`src/rtl/rhd_headstage_emulator.sv`:
```
// rhd_headstage_emulator
//   Emulates an RHD2000-family headstage SPI slave for loopback testing of a
//   host SPI master. CS/SCLK/MOSI are oversampled on clk, 16-bit commands are
//   decoded (CONVERT, WRITE, READ, other), and each result comes back on MISO
//   two frames later, as on the real chip.
// Ports
//   clk         system clock, at least 8x SCLK
//   rst_n       asynchronous active-low reset
//   CS          SPI chip select, active low, asynchronous to clk
//   SCLK        SPI clock, idle low, asynchronous to clk
//   MOSI        command bit, MSB first, sampled on SCLK rise
//   MISO        response bit, MSB first, updated on SCLK fall
//   frame_done  one-clk pulse after a complete 16-bit frame is executed
//   last_cmd    last executed command word
module rhd_headstage_emulator #(
   parameter int          NUM_CHANNELS  = 32,
   parameter logic [15:0] STARTING_SEED = 16'd0,
   parameter logic [15:0] SEED_STEP     = 16'd1,
   parameter logic [7:0]  CHIP_ID       = 8'd1
) (
   input  logic        clk,
   input  logic        rst_n,
   input  logic        CS,
   input  logic        SCLK,
   input  logic        MOSI,
   output logic        MISO,
   output logic        frame_done,
   output logic [15:0] last_cmd
);

   localparam int NUM_REGS = 22;

   typedef enum logic [1:0] {IDLE, SHIFT, EXEC} state_t;

   state_t      state;
   logic [1:0]  cs_sync, sclk_sync, mosi_sync;
   logic        cs_prev, sclk_prev;
   logic        cs_fall, cs_rise, sclk_rise, sclk_fall;
   logic [15:0] cmd;
   logic [15:0] resp;
   logic [4:0]  bit_cnt;
   logic [15:0] slot1, slot2;
   logic [15:0] counter [NUM_CHANNELS];
   logic [7:0]  reg_file [NUM_REGS];
   logic [5:0]  field;
   logic [15:0] result;
   logic [7:0]  read_val;

   // The CS synchronizer resets low so that a CS already low at reset release
   // is not mistaken for a new falling edge; the block waits for a fresh fall.
   // NOTE: state elements use non-blocking assignments so every flop samples
   // the pre-edge value of its neighbours, matching the hardware.
   always_ff @(posedge clk or negedge rst_n) begin
      if (!rst_n) begin
         cs_sync   <= '0;
         sclk_sync <= '0;
         mosi_sync <= '0;
         cs_prev   <= 1'b0;
         sclk_prev <= 1'b0;
      end else begin
         cs_sync   <= {cs_sync[0], CS};
         sclk_sync <= {sclk_sync[0], SCLK};
         mosi_sync <= {mosi_sync[0], MOSI};
         cs_prev   <= cs_sync[1];
         sclk_prev <= sclk_sync[1];
      end
   end

   assign cs_fall   =  cs_prev   & ~cs_sync[1];
   assign cs_rise   = ~cs_prev   &  cs_sync[1];
   assign sclk_rise = ~sclk_prev &  sclk_sync[1];
   assign sclk_fall =  sclk_prev & ~sclk_sync[1];

   assign field = cmd[13:8];

   // Result of the command currently held in cmd; consumed only in EXEC.
   // NOTE: every variable gets a default at the top so no path can leave it
   // unassigned and infer a latch.
   always_comb begin
      result   = '0;
      read_val = '0;
      case (cmd[15:14])
         2'b00: begin
            for (int c = 0; c < NUM_CHANNELS; c++)
               if (field == 6'(c)) result = counter[c];
         end
         2'b10: result = {8'hFF, cmd[7:0]};
         2'b11: begin
            for (int r = 0; r < NUM_REGS; r++)
               if (field == 6'(r)) read_val = reg_file[r];
            case (field)
               6'd40:   read_val = 8'h49;
               6'd41:   read_val = 8'h4E;
               6'd42:   read_val = 8'h54;
               6'd43:   read_val = 8'h41;
               6'd44:   read_val = 8'h4E;
               6'd63:   read_val = CHIP_ID;
               default: ;
            endcase
            result = {8'h00, read_val};
         end
         default: result = '0;
      endcase
   end

   // NOTE: the channel counters and register file are reset explicitly because
   // their reset contents are architecturally visible through CONVERT and READ.
   always_ff @(posedge clk or negedge rst_n) begin
      if (!rst_n) begin
         state      <= IDLE;
         cmd        <= '0;
         resp       <= '0;
         bit_cnt    <= '0;
         MISO       <= 1'b0;
         frame_done <= 1'b0;
         last_cmd   <= '0;
         slot1      <= '0;
         slot2      <= '0;
         for (int c = 0; c < NUM_CHANNELS; c++) counter[c] <= STARTING_SEED + 16'(c);
         for (int r = 0; r < NUM_REGS; r++) reg_file[r] <= '0;
      end else begin
         frame_done <= 1'b0;
         case (state)
            IDLE: begin
               if (cs_fall) begin
                  state   <= SHIFT;
                  resp    <= slot2;
                  MISO    <= slot2[15];
                  bit_cnt <= '0;
                  cmd     <= '0;
               end
            end
            SHIFT: begin
               if (cs_rise) begin
                  MISO  <= 1'b0;
                  // Anything but exactly 16 SCLKs aborts the frame silently.
                  state <= (bit_cnt == 5'd16) ? EXEC : IDLE;
               end else begin
                  if (sclk_rise) begin
                     cmd <= {cmd[14:0], mosi_sync[1]};
                     if (bit_cnt != 5'd31) bit_cnt <= bit_cnt + 5'd1;
                  end
                  if (sclk_fall) begin
                     resp <= {resp[14:0], 1'b0};
                     MISO <= resp[14];
                  end
               end
            end
            EXEC: begin
               slot2      <= slot1;
               slot1      <= result;
               frame_done <= 1'b1;
               last_cmd   <= cmd;
               state      <= IDLE;
               for (int c = 0; c < NUM_CHANNELS; c++)
                  if (cmd[15:14] == 2'b00 && field == 6'(c))
                     counter[c] <= counter[c] + SEED_STEP;
               for (int r = 0; r < NUM_REGS; r++)
                  if (cmd[15:14] == 2'b10 && field == 6'(r))
                     reg_file[r] <= cmd[7:0];
            end
            default: state <= IDLE;
         endcase
      end
   end

endmodule

```
`config.mk`:
```
export PLATFORM = sky130hd
export DESIGN_NAME = rhd_headstage_emulator
export DESIGN_NICKNAME = d
export VERILOG_FILES = /design/src/rtl/rhd_headstage_emulator.sv
export SDC_FILE = /design/constraint.sdc
export NUM_CORES = 2
export LEC_CHECK = 0
export ABC_CLOCK_PERIOD_IN_PS = 3100
export CAP_MARGIN = 5
export CORE_MARGIN = 1
export CORE_UTILIZATION = 40
export DETAILED_ROUTE_END_ITERATION = 12
export HOLD_SLACK_MARGIN = 0.02
export PLACE_DENSITY = 0.58
export SLEW_MARGIN = 20
export SYNTH_ARGS = -nofsm -noshare
export SYNTH_HDL_FRONTEND = slang
export SYNTH_SLANG_ARGS = --single-unit
```
`constraint.sdc`:
```
create_clock -name clk -period 3.1 [get_ports clk]
set_clock_uncertainty 0.1 [all_clocks]
set_input_delay 0.62 -clock clk [delete_from_list [all_inputs] [get_ports clk]]
set_output_delay 0.62 -clock clk [all_outputs]
set_load 0.01 [all_outputs]
```
## After elaboration in Yosys (flattened, before gate mapping)

Index checks and enable logic that the tools add are counted.

- Latch bits: 0
- Memories: 0
- Bits of input ports: 5
- ROM bits: 0
- Word-level logic and storage cells: 355
- RAM bits: 0
- Output and inout bits: 18
- Register bits: 784

- Add/subtract/negate cells: 33
- Bitwise operators: 8
- $mul: 0
- Divide/modulo/power cells: 0
- Eq/ne operators: 50
- Magnitude comparators: 0
- Reductions and logical operators: 118
- Shift-type cells: 0
- Multiplexer cells: 78

Operators by type and width:

| cell | count |
|---|---|
| 2-to-1 mux 16 bit | 35 |
| adder 16 x 1 -> 16 bit (second input constant) | 32 |
| 2-to-1 mux 8 bit | 22 |
| AND reduction 2 bit | 55 |
| == test 6 x 5 -> 1 bit (second input constant) | 16 |
| logical AND 1 bit | 54 |
| == test 6 x 4 -> 1 bit (second input constant) | 8 |
| case mux 16 bit (3 select lines) | 1 |
| 2-to-1 mux 15 bit | 3 |
| case mux 8 bit (5 select lines) | 1 |
| == test 6 bit (second input constant) | 6 |
| case mux 16 bit (2 select lines) | 1 |
| case mux 15 bit (2 select lines) | 1 |
| == test 6 x 3 -> 1 bit (second input constant) | 4 |
| 2-to-1 mux 5 bit | 4 |
| == test 6 x 2 -> 1 bit (second input constant) | 2 |
| != test 2 bit (second input constant) | 6 |
| case mux 5 bit (2 select lines) | 1 |
| AND reduction 4 bit | 2 |
| == test 2 bit (second input constant) | 3 |
| == test 6 x 1 -> 1 bit (second input constant) | 1 |
| logical NOT 6 bit | 1 |
| 2-to-1 mux 2 bit | 3 |
| adder 5 x 1 -> 5 bit (second input constant) | 1 |
| other kinds (14) | 24 |

## Depth between registers and ports, before layout

- Depth after elaboration: 34
- Gate-level depth with buffers: 12
- Mapped depth without buffers: 8

## Least setup slack after synthesis

Ideal clock, no wire load.

- Path kind: register -> register
- Start: reg cmd[15]
- End: reg counter[175] in the netlist's numbering
- Buffers on the path: 3
- Stages on the path, launching flop included: 9
- Arrival time: 2343 ps
- Library setup time: 123 ps
- Required time: 2877 ps
- Slack: 535 ps
- Period minus slack after synthesis: 2565 ps
- Cell sequence: dfrtp_1 > or4b_1 > buf_4 > buf_12 > buf_6 > or4_4 > nor2_4 > nand4_1 > xnor2_1

- Word-level cells in the longest chain between the ends: 3

RTL lines:

| item | line | source |
|---|---|---|
| start: declaration | 39 | `logic [15:0] cmd;` |
| start signal: assignment | 140 | `cmd <= {cmd[14:0], mosi_sync[1]};` |
| logical NOT 2 bit | 156 | `if (cmd[15:14] == 2'b00 && field == 6'(c))` |
| logical AND 1 bit | 156 |  |
| AND reduction 2 bit (no line) | -- |  |
| end signal: indexed assignment | 157 | `counter[c] <= counter[c] + SEED_STEP;` |
| end: declaration | 43 | `logic [15:0] counter [NUM_CHANNELS];` |

No other way between the ends.
A chain may end at the register's enable or synchronous reset.

## Worst setup path in the final report

- Start: reg cmd[8]
- End: reg slot1[2]

- Word-level cells in the longest chain between the ends: 34
- Elaborated cells between the ends (all ways): 95
- Classes of those cells: 37 x eq/ne; 56 x mux; 2 x reduce/logical

RTL lines:

| item | line | source |
|---|---|---|
| logical NOT 6 bit | 85, 90 |  |
| 2-to-1 mux 16 bit (32 in a row) | 85 | `if (field == 6'(c)) result = counter[c];` |
| case mux 16 bit (3 select lines) (*) | 82 | `case (cmd[15:14])` |
| end signal: assignment | 151 | `slot1 <= result;` |
| end: declaration | 42 | `logic [15:0] slot1, slot2;` |

Mark *: on every way between the ends. The rest lies on a longest branch, timed or not.

==> results.toml <==
[outcome]
status = "finished, final reports clean"

[clock_tree]
clk_pin_slew_worst_paths_ns = 0.06
cts_tree = "done"
clockRootBuffer = "clkbuf_16"
insertion_delay_ns = 0.67
htreeDepth = 3
clock-sinks = 784
numCtsBuffers = 87
clock_path_buffers = 3

[route]
wl_per_cell_um = 25.4
ant_nets = 0
vias = 30710
first_pass_iters = 6
drc = 0
drt_iter0_markers = 3696
wirelength_mm = 132
viasPerCell = 5.93

[yosys]
syn_inst = 3643
syn_nets = 3683
syn_area_um2 = 38900
ys_seq_area_frac = 0.506
synth_warnings = 0
synthArstFlopShare = 1.00
syn_avg_cell_area_um2 = 10.7
synth_edf_count = 0
ys_types = 85
synthTopCellsByArea = "dfrtp_1 45%, xnor2_1 7.4%, mux2_2 6.4%"
ys.flop_type = "dfrtp_1"
yosysTopAreaCell = "dfrtp_1"
synth-seq-cells = 784
synth_top_area_frac = 0.452

[critical_path]
path_class = "reg -> reg"
cp.required_ns = 3.51
crit_path_end = "slot1[2]$_DFFE_PN0P_"
cp.arrival_ns = 3.50
r2r_end = "slot1[2]$_DFFE_PN0P_"
path_cells = "buf_4, nand2b_2, nor2_1, buf_4, a22oi_1, and3_1, nor4_1, buf_4, nor3_1, o211ai_1"
cp-end-kind = "flop"
ff2ff_path_depth = 10
critPathMaxFanout = 8
rr_startpoint = "cmd[8]$_DFFE_PN0P_"
r2r_slack_ns = 0.008
crit_top_cell = "buf_4"
crit_slowest_cell = "dfrtp_4"
max_stage_delay_ns = 0.52
start_kind = "flop"
startpoint = "cmd[8]$_DFFE_PN0P_"

[floorplan]
die_area_um2 = 98600
core-area_um2 = 96600
fp-row-count = 114
die_width_um = 314
fp.dieH_um = 314
ios = 23
initial_utilization = 0.403

[global_route]
grt_pass1_wl_mm = 199
track_usage = 0.269
antenna_found_initial = 3
grt_overflow = 0
grt_pass1_vias = 29598
grt_max_degree = 108

[sta]
slew_violations = 0
fmax_mhz = 323
rsz0062_at_grt = "yes"
report.final.setup_viol = 0
finalHoldViolCount = 0
fin_ws_ns = 0.00782
final.period_utilization = 0.997
fin_crit_ns = 3.09
worstMarginPinSlew_ns = 0.966
slew_headroom = 0.356

[place]
port-buffer-count = 22
dp_hpwl_mm = 96.4
dp_worst_setup_slack_ns = -0.366
place.gp.congestion = 1.00

[power_and_ir_drop]
p_per_area_nw_per_um2 = 474
ir_drop_v = 0.000449
p_total_mw = 21.5
leakagePower_nw = 20.6

[final_layout]
syn2layout_area_growth_pct = 16.5
postLayoutCoreUtil = 0.470
n_antenna_cell = 0
layout.nets = 3874
drive_above_1_share = 0.211
nFillCells = 8926

[worst_hold_path]
hp-start = "sclk_sync[0]$_DFF_PN0_"
min_path_type = "reg -> reg"

[flow_run]
cap_violations = 0
[cell type report]
cell class	count	area, um2	area share
clock buffer	119	2450	0.0539
clock inverter	41	459	0.0101
timing repair buffer	268	2450	0.0540
tap	1276	1600	0.0352
inverter	41	154	0.00339
sequential	784	19700	0.435
multi-input combinational	2652	18600	0.409
[sequential cells by signal (all words and copies together), names as in the netlist, 2 cells and up]
signal	flops
cs_sync	2
cmd	16
counter	512
resp	15
mosi_sync	2
bit_cnt	5
reg_file	176
sclk_sync	2
last_cmd	16
slot1	16
state	2
slot2	16
[what timing repair did]
item                                    in CTS  in global routing
hold buffers                                 1                  0
gates resized for setup                     13                 38
endpoints found under the setup margin       7                 17
buffers inserted                             3                  7
gates cloned                                 0                  0
pin swaps                                    1                  5
endpoints found under the hold margin       19                  0
[worst min-delay path by stage]
stage	end	slack [ns]	cells past startpoint
after detailed placement	cs_sync[1]$_DFF_PN0_	0.24	0
after CTS	sclk_sync[1]$_DFF_PN0_	0.25	0
after global routing	sclk_sync[1]$_DFF_PN0_	0.27	0
after global placement	cs_sync[1]$_DFF_PN0_	0.24	0
after floorplan	MISO$_DFFE_PN0P_	0.22	0
final	sclk_sync[1]$_DFF_PN0_	0.25	0
[routing by layer]
layer	wire [um]	part of all wire	vias to the layer above	GRT usage
met5	53	0.00040	-	0
met4	5120	0.039	6	0.101
met3	12600	0.096	266	0.0576
met2	53700	0.41	1472	0.369
met1	60200	0.46	15585	0.410
li1	-	-	13381	-
[logic make-up (layout without fill, tap and decap cells)]
kind of cell | count (synthesis) | after routing | synth area share
adder cells (fa/ha/maj) | 35 | 35 | 0.0112
flip-flops | 784 | 784 | 0.506
XOR/XNOR | 484 | 484 | 0.109
multiplexers | 291 | 291 | 0.0909
AO/OA/AOI/OAI | 546 | 546 | 0.0936
AND/OR/NAND/NOR | 1296 | 1296 | 0.166
buffers and inverters | 207 | 469 | 0.0230
[Yosys cell counts, types with 7 or more instances]
cell type and count:
mux2i_1 42, nand2_1 451, xnor2_1 330, nor2_2 13, a22oi_1 62, a31oi_1 10
clkbuf_1 87, o2bb2ai_1 7, a2111oi_0 8, buf_2 52, nor3_2 11, o221ai_1 14
a21oi_1 118, buf_1 18, o211ai_1 17, nand4_1 116, nor3_1 35, nor2_1 243
a22o_1 8, a211oi_1 22, inv_1 39, dfstp_2 80, nor2b_1 16, o31ai_1 10
o22ai_1 31, ha_1 35, mux2_2 221, a222oi_1 17, nor3_4 13, o21ai_0 132
nand3_1 191, and3_1 105, a221oi_1 34, a221o_1 14, xor2_1 154, dfrtp_1 704
and2_1 12, and4_1 21, mux4_2 28, nand2b_1 9
[power by group]
part	internal (mW)	switching, mW	leakage (nW)
sequential	10.3	0.0460	10.6
combinational	0.119	0.416	8.48
clock	6.22	4.45	1.45
[worst max-delay path, delay by kind of cell, from the launching register on]
kind,cells,cell delay (ns)
buffers and inverters,3,0.54
AO/OA/AOI/OAI,2,0.56
flip-flops,1,0.52
AND/OR/NAND/NOR,5,1.21
[per-stage QoR]
step                      cell area (um2)  cells  hold slack (ns)  TNS (ns)
after detailed placement            42200   5010            0.238     -1.06
after global placement              42200   5010            0.236    -0.920
after floorplan                     38900   3643            0.224         0
after CTS                           45200   5174            0.255   -0.0191
final                               45400   5181            0.252         0
after global routing                45400   5181            0.270   -0.0919
[cells in the final DEF (no fill, tap or decap), types with 24 or more instances in the layout]
master     instances
clkinv_2          24
mux2i_1           41
a21oi_1          114
mux2_2           221
xor2_1           154
a221oi_1          31
nand4_1          116
inv_1             39
nand2_1          450
dfstp_2           80
buf_4            212
ha_1              35
nor2_2            24
nor3_1            35
buf_12            27
a22oi_1           62
clkbuf_16         87
o21ai_0          129
nor2_1           231
and3_1           105
xnor2_1          330
nand3_1          191
dfrtp_1          702
mux4_2            28
o22ai_1           31
Note: power is estimated with default switching activity, not from simulation.
